$ cat src/rtl/conn_pkg.sv
// Shared types for the connection responder: FSM state encoding and pointer sizing.
package conn_pkg;

  typedef enum logic [1:0] {
    RUN   = 2'd0,
    DRAIN = 2'd1,
    DONE  = 2'd2,
    HOLD  = 2'd3
  } state_t;

  // One extra bit beyond the index so full and empty are distinguishable.
  function automatic int ptr_w(input int depth);
    return $clog2(depth) + 1;
  endfunction

endpackage

$ cat src/rtl/conn_echo_responder_if.sv
// Request/response valid-ready link between the bench-side master and the responder.
interface conn_echo_responder_if #(
  parameter int width = 1
);
  logic             req_valid;
  logic             req_ready;
  logic [width-1:0] req_data;
  logic             rsp_valid;
  logic             rsp_ready;
  logic [width-1:0] rsp_data;

  modport master (
    output req_valid, req_data, rsp_ready,
    input  req_ready, rsp_valid, rsp_data
  );

  modport slave (
    input  req_valid, req_data, rsp_ready,
    output req_ready, rsp_valid, rsp_data
  );
endinterface

$ cat src/rtl/conn_fifo.sv
// Circular FIFO with registered head; a pushed word is visible after the write edge.
// No internal flow control: caller must never push when full or pop when empty.
module conn_fifo
  import conn_pkg::*;
#(
  parameter int width = 1,
  parameter int depth = 4
) (
  input  logic                      clk,
  input  logic                      rst_n,
  input  logic                      push,
  input  logic [width-1:0]          push_data,
  input  logic                      pop,
  output logic [width-1:0]          head,
  output logic                      full,
  output logic                      empty,
  output logic [ptr_w(depth)-1:0]   level
);

  localparam int pw = ptr_w(depth);
  localparam int aw = pw - 1;

  logic [width-1:0] mem [depth];
  logic [pw-1:0]    wr_ptr;
  logic [pw-1:0]    rd_ptr;
  logic [width-1:0] last_q;

  always_ff @(posedge clk or negedge rst_n) begin
    if (!rst_n) begin
      wr_ptr <= '0;
      rd_ptr <= '0;
      last_q <= '0;
    end else begin
      if (push) wr_ptr <= wr_ptr + pw'(1);
      if (pop) begin
        rd_ptr <= rd_ptr + pw'(1);
        last_q <= mem[rd_ptr[aw-1:0]];
      end
    end
  end

  always_ff @(posedge clk) begin
    if (push) mem[wr_ptr[aw-1:0]] <= push_data;
  end

  assign empty = (wr_ptr == rd_ptr);
  assign full  = (wr_ptr[aw] != rd_ptr[aw]) && (wr_ptr[aw-1:0] == rd_ptr[aw-1:0]);
  assign level = wr_ptr - rd_ptr;
  // While empty, keep presenting the last word popped rather than a stale slot.
  assign head  = empty ? last_q : mem[rd_ptr[aw-1:0]];

endmodule

$ cat src/rtl/conn_echo_responder.sv
// Echoes each request word in order through a FIFO; first-word latency 1 cycle.
// req_ready drops when full or while a drain is in progress; responses wait on rsp_ready.
module conn_echo_responder
  import conn_pkg::*;
#(
  parameter int width = 1,
  parameter int depth = 4,
  parameter int cnt_w = 16
) (
  input  logic                     clk,
  input  logic                     rst_n,
  conn_echo_responder_if.slave     link,
  input  logic                     drain,
  output logic                     drained,
  output logic [cnt_w-1:0]         rsp_count,
  output logic [ptr_w(depth)-1:0]  level
);

  localparam int pw = ptr_w(depth);

  state_t state;
  state_t state_nxt;
  logic   up;
  logic   full;
  logic   empty;
  logic   push;
  logic   pop;

  // up keeps req_ready low while reset is held and until the first edge after it.
  assign link.req_ready = up && (state == RUN) && !full;
  assign link.rsp_valid = !empty;
  assign push = link.req_valid && link.req_ready;
  assign pop  = link.rsp_valid && link.rsp_ready;

  conn_fifo #(
    .width (width),
    .depth (depth)
  ) u_fifo (
    .clk       (clk),
    .rst_n     (rst_n),
    .push      (push),
    .push_data (link.req_data),
    .pop       (pop),
    .head      (link.rsp_data),
    .full      (full),
    .empty     (empty),
    .level     (level)
  );

  always_ff @(posedge clk or negedge rst_n) begin
    if (!rst_n) begin
      state     <= RUN;
      up        <= 1'b0;
      rsp_count <= '0;
    end else begin
      state <= state_nxt;
      up    <= 1'b1;
      if (pop) rsp_count <= rsp_count + cnt_w'(1);
    end
  end

  always_comb begin
    state_nxt = state;
    drained   = 1'b0;
    case (state)
      RUN:   if (drain) state_nxt = DRAIN;
      // Intake is closed here, so level==1 with a pop means the last word leaves now.
      DRAIN: if (empty || (level == pw'(1) && pop)) state_nxt = DONE;
      DONE: begin
        drained   = 1'b1;
        state_nxt = drain ? HOLD : RUN;
      end
      HOLD:  if (!drain) state_nxt = RUN;
      default: state_nxt = RUN;
    endcase
  end

endmodule

$ cat src/flat_wrapper.sv
// flat-port wrapper written by rule: the top's interface ports become plain ports
module conn_echo_responder_flat import conn_pkg::*;
#(
  parameter int width = 1,
  parameter int depth = 4,
  parameter int cnt_w = 16
)
  (clk, rst_n, drain, drained, rsp_count, level, link_req_valid, link_req_data, link_rsp_ready, link_req_ready, link_rsp_valid, link_rsp_data);
  conn_echo_responder_if #(.width(width)) link_i ();
  input  logic clk;
  input  logic rst_n;
  input  logic drain;
  output logic drained;
  output logic [cnt_w-1:0] rsp_count;
  output logic [ptr_w(depth)-1:0] level;
  input wire logic [$bits(link_i.req_valid)-1:0] link_req_valid;
  input wire logic [$bits(link_i.req_data)-1:0] link_req_data;
  input wire logic [$bits(link_i.rsp_ready)-1:0] link_rsp_ready;
  output wire logic [$bits(link_i.req_ready)-1:0] link_req_ready;
  output wire logic [$bits(link_i.rsp_valid)-1:0] link_rsp_valid;
  output wire logic [$bits(link_i.rsp_data)-1:0] link_rsp_data;
  assign link_i.req_valid = link_req_valid;
  assign link_i.req_data = link_req_data;
  assign link_i.rsp_ready = link_rsp_ready;
  assign link_req_ready = link_i.req_ready;
  assign link_rsp_valid = link_i.rsp_valid;
  assign link_rsp_data = link_i.rsp_data;
  conn_echo_responder #(.width(width), .depth(depth), .cnt_w(cnt_w)) u_core (.clk(clk), .rst_n(rst_n), .link(link_i), .drain(drain), .drained(drained), .rsp_count(rsp_count), .level(level));
endmodule
$ cat config.mk
export PLATFORM = sky130hd
export DESIGN_NAME = conn_echo_responder_flat
export DESIGN_NICKNAME = d
export VERILOG_FILES = /design/src/rtl/conn_pkg.sv /design/src/rtl/conn_echo_responder_if.sv /design/src/rtl/conn_fifo.sv /design/src/rtl/conn_echo_responder.sv /design/src/flat_wrapper.sv
export SDC_FILE = /design/constraint.sdc
export NUM_CORES = 1
export LEC_CHECK = 0
export ABC_AREA = 1
export BUFFER_PORTS_ARGS = -buffer_cell sky130_fd_sc_hd__clkbuf_2
export CAP_MARGIN = 20
export CORE_MARGIN = 3
export CORE_UTILIZATION = 35
export DETAILED_ROUTE_END_ITERATION = 7
export PLACE_DENSITY_LB_ADDON = 0.05
export SETUP_SLACK_MARGIN = 0.4
export SLEW_MARGIN = 30
export SYNTH_ARGS = -nofsm -noshare
export SYNTH_HDL_FRONTEND = slang
export SYNTH_SLANG_ARGS = --single-unit
$ cat constraint.sdc
create_clock -name clk -period 2.2 [get_ports clk]
set_input_delay 0.22 -clock clk [delete_from_list [all_inputs] [get_ports clk]]
set_output_delay 0.22 -clock clk [all_outputs]
set_load 0.01 [all_outputs]
======== Word level (Yosys, flattened, before mapping) ========
Memories as Yosys holds them, arrays and structs flattened.
Cells that the tools add are included.
cells by class
  div/mod/pow operators ................... 0
  $lt $le $gt $ge ......................... 0
  equal/unequal tests ..................... 10
  reduce and logical (&&, ||, !) cells .... 11
  $mul .................................... 0
  muxes and demuxes ....................... 9
  $add $sub $neg .......................... 4
  bitwise logic cells ..................... 0
  shift-type cells ........................ 0
operator list
  operator                                                count
  adder 16 x 1 -> 16 bit (second input constant)          1
  2-to-1 mux 2 bit                                        4
  one-hot mux 2 bit (4 select lines)                      1
  adder 3 x 1 -> 3 bit (second input constant)            2
  logical AND 1 bit                                       6
  equality test 2 bit (second input constant)             2
  2-to-1 mux 1 bit                                        4
  inequality test 2 bit (second input constant)           2
  equality test 3 x 1 -> 1 bit (second input constant)    1
  equality test 3 bit                                     1
  AND reduction 3 bit                                     1
  subtractor 3 bit                                        1
  equality test 2 x 1 -> 1 bit (second input constant)    1
  equality test 2 bit                                     1
  zero test 1 bit                                         2
  zero test 2 bit                                         1
  inequality test 2 x 1 -> 1 bit (second input constant)  1
  logical OR 1 bit                                        1
  inequality test 1 bit                                   1
word-level totals
  logic and storage cells ................. 41
  memory bits (writable) .................. 4
  input port bits ......................... 6
  bits in read-only memories .............. 0
  output and inout port bits .............. 23
  memories kept ........................... 1
  register bits ........................... 26
  latch bits .............................. 0
memories
  name               words  width  read ports  clocked after Yosys merged registers in  write ports  RTL line         RTL
  u_core.u_fifo.mem  4      1      1           0                                        1            conn_fifo.sv:23  logic [width-1:0] mem [depth];

======== Logic depth before layout (Yosys ltp) ========
  depth after elaboration ................. 7
  gate-level depth with buffers ........... 10
  gate-level depth less buffers ........... 10

======== Cells and area by module ========
A second synthesis with hierarchy kept.
unflattened totals
  cell total of the unflattened synthesis .. 169
  area, all modules ....................... 1572.8 µm²
modules (own cells, without submodules)
  module               seq. area each (µm²)  area each (µm²)  instances  cells each
  conn_echo_responder  475.5                 939.7            1          101
  conn_fifo            295.3                 633.1            1          68

======== Least setup slack after synthesis ========
OpenSTA, ideal clock, no wires.
  kind .................................... reg-to-reg
  start point ............................. register u_core.u_fifo.wr_ptr[0]
  end point ............................... register u_core.state[0]
  arrival time ............................ 1.521 ns
  buffers on the path ..................... 0
  library setup time ...................... 0.125 ns
  required time ........................... 2.075 ns
  stages on the path, launching flop included .. 9
  clock period less this slack ............ 1.646 ns
  slack ................................... 0.554 ns
  cells stage by stage .................... dfrtp_1 inv_1 ha_1 fa_1 inv_1 nor3_1 nand2_1 nand2_1 a21oi_1
on the way
  elaborated cells on any way between the ends .. 9
  those cells by class .................... add/sub: 1; eq/ne: 3; reduce/logical: 5
RTL lines
  item                                             RTL line                   RTL
  start, declared                                  conn_fifo.sv:24            logic [pw-1:0] wr_ptr;
  start signal, assigned                           conn_fifo.sv:34            if (push) wr_ptr <= wr_ptr + pw'(1);
  subtractor 3 bit                                 conn_fifo.sv:48            assign level = wr_ptr - rd_ptr;
  via level[1]                                     flat_wrapper.sv:15         output logic [ptr_w(depth)-1:0] level;
  equality test 3 x 1 -> 1 bit                     conn_echo_responder.sv:68  DRAIN: if (empty || (level == pw'(1) && pop)) state_nxt = DONE;
  logical AND 1 bit                                conn_echo_responder.sv:68
  logical OR 1 bit                                 conn_echo_responder.sv:68
  inequality test 2 x 1 -> 1 bit (no source line)  n/a
  AND reduction 3 bit (no source line)             n/a
  end signal, assigned                             conn_echo_responder.sv:56  state <= state_nxt;
  end, declared                                    conn_echo_responder.sv:21  state_t state;
The timed path passes the listed nets, and every way through them passes these cells.
A chain may end at the register's enable or synchronous reset.

======== Final worst setup path ========
  start point ............................. register u_core.u_fifo.wr_ptr[0]
  end point ............................... output level[2]
on the way
  longest elaborated chain between the ends .. 1
RTL lines
  item              RTL line
  subtractor 3 bit  conn_fifo.sv:48
  end, declared     flat_wrapper.sv:15
Every way passes these cells.

==> impl_metrics.ini <==
[status]
outcome = finished, final reports clean

[yosys]
synth_edf_count = 4
synth_most_common_cell = nand2_1
seq_area_frac_synth = 0.4347
synth.distinct_cells = 28
yosysTopAreaCell = dfrtp_1
ys_ff_latch = 30
synth.avg_cell_area_sq_um = 8.363
async_reset_ff_frac = 0.8667
ys_top_cells_by_count = nand2_1 (67), inv_1 (29), dfrtp_1 (26)
synth_area_sq_um = 1773
yosys-top-cells-area = dfrtp_1 (37%), nand2_1 (14%), edfxtp_1 (6.8%), inv_1 (6.1%), ha_1 (5.6%)
synthFlopType = dfrtp_1
synth_fp_nets = 227
synth_top_area_frac = 0.3670
syn_inst = 212
yosysWarnings = 0

[floorplanning]
die_h_microns = 77.17
start_util = 0.3681
die_w_microns = 77.17
fp-row-count = 25
io_pins = 29
dieArea_sq_um = 5955
core_area_sq_um = 4817

[min_path]
hp-class = primary input to flip-flop
min_from = drain
hold_depth = 3

[timing]
relSlewSlack = 0.5508
worstMarginPinSlew_ns = 0.6738
setup_viol = 0
finalCritPeriodShare = 0.8037
slew_violations = 0
rsz0062_at_grt = true
skew_ns = 0.003655
fin_ws_ns = 0.4319
holdWs_ns = 0.1634
hold_violations = 0
period_needed_ns = 1.768
tns_ns = 0
fmax_ghz = 0.5656

[worst_setup_path]
worstPathArrival_ns = 1.55
worstSetupPathType = flip-flop to output port
r2r_start = u_core.u_fifo.wr_ptr[0]
cp.depth = 8
cp-end-kind = output port
r2r.worst_path.cells = 8
worstSetupStartpoint = u_core.u_fifo.wr_ptr[0]
cp-start-kind = flip-flop
path_buf_inv = 4
slowest_delay_ns = 0.36
cpMaxStageDelayCell = dfrtp_1
critPathMaxFanout = 4
critPathMostFrequentCell = inv_2
worst_ep_required_time_ns = 1.98
reg2reg_slack_ns = 0.57
path_cells = inv_2 -> ha_4 -> fa_2 -> inv_2 -> nand2_2 -> nand2_2 -> inv_2 -> buf_6
cp_top_family = adder cells

[flow_run]
drv_cap = 0

[grt]
grt_pass1_vias = 1428
grt_use_total = 0.1341
grt_overflow = 0
grt_max_degree = 27
grt_pass1_wl_mm = 6.299
antenna_found_initial = 0

[placed_design]
dp.cells = 306
port_buffers = 28
hpwl_mm = 2.585
place_congestion = 0.7393
pre_cts_ws_ns = 0.2738

[cts]
cts_buffer_depth = 2
htreeDepth = 2
clk_latency_ns = 0.28
cts_buffers = 5
cts.sink_count = 30
root_buffer = clkbuf_8
clkTransAtPathRegs_ns = 0.07
cts_tree = built

[detailed_routing]
avgViaCountPerCell = 4.265
wire_per_inst_microns = 10.85
wirelength_mm = 3.558
drc = 0
drt_pass1_iterations = 4
vias = 1399
ant_nets = 0
drtIter0Drc = 43

[power]
power.leakage_nw = 1.101
p_per_area_nw_per_um2 = 1364
ir_drop_v = 0.0008058

[layout]
multi_input_area_sq_um = 910.9
fillers = 506
drive_gt1_frac = 0.3027
stdcell_count = 328
diodes = 0
final_core_util = 0.4660
final_nets = 275
seqCellArea_sq_um = 770.7
area_growth_pct = 26.61
## registers in the layout, summed over array words and instances (netlist names)
signal                cells
u_core.u_fifo.last_q      1
u_core.rsp_count         16
u_core.state              2
u_core.up                 1
u_core.u_fifo.mem         4
u_core.u_fifo.wr_ptr      3
u_core.u_fifo.rd_ptr      3
## worst paths after layout
| kind | end |
|---|---|
| max | level[2] |
| min reg2reg | u_core.u_fifo.last_q |
| min | u_core.state[1] |
| max in group asynchronous | u_core.u_fifo.wr_ptr[2] |
| min in group asynchronous | u_core.rsp_count[4] |
| max reg2reg | u_core.state[0] |
## cells in the final DEF, fill, tap and decap left out, drive strengths merged, types with 7 or more instances in the layout
cell / instances
buf: 16
clkbuf: 31
dfrtp: 26
ha: 8
inv: 30
nand2: 75
nand3: 9
nor2: 24
o21ai: 9
xor2: 7
## repair_timing
item	CTS	global route
pin swaps	1	3
endpoints found under the setup margin	12	9
resized for setup	5	13
buffers inserted	5	8
hold buffers	1	0
hold endpoints to repair	22	0
## worst register-to-register path, stage by stage (launching register included)
cell	delay, ns
dfrtp_1	0.36
inv_2	0.07
ha_4	0.16
fa_2	0.52
inv_2	0.05
nor3_2	0.15
nand2_1	0.07
nand2_1	0.07
a21oi_1	0.06
## logic make-up (layout without fill, tap and decap cells)
group,count (synthesis),after routing,share of synthesized area
compound gates,13,13,0.04728
xor+xnor,11,11,0.05857
fa+ha+maj,9,9,0.06775
buf+inv,31,80,0.06986
flops,30,30,0.4347
other cells,1,1,0.002115
simple gates,117,117,0.3197
## area by class of cell
class	instances	area share
multi-input cells	151	0.4058
inverters	30	0.05017
clock inverters	2	0.003902
repair buffers	42	0.1271
clock buffers	6	0.03233
flip-flops and latches	30	0.3434
well taps	67	0.03735
## report_power, final
group / internal [mW] / total [mW] / switching [mW]
combinational: 0.768 / 1.70 / 0.931
clock: 0.217 / 0.433 / 0.216
sequential: 0.741 / 0.930 / 0.189
total: 1.73 / 3.06 / 1.34
## layer usage
layer  vias up  GRT usage  wire length (microns)
li1        744          -                      -
met5         -          0                      0
met1       621     0.1493                   1624
met2        25     0.2271                   1702
met4         0    0.07829                     95
met3         9    0.03756                    136
## stage by stage
step / power (mW) / cell area, sq um
finish: 3.062 / 2245
global route: 3.353 / 2245
CTS: 2.852 / 2132
detailed placement: 2.283 / 1986
global placement: 2.279 / 1986
floorplan: 1.881 / 1773
No activity file was read; power rests on OpenSTA's default activity.
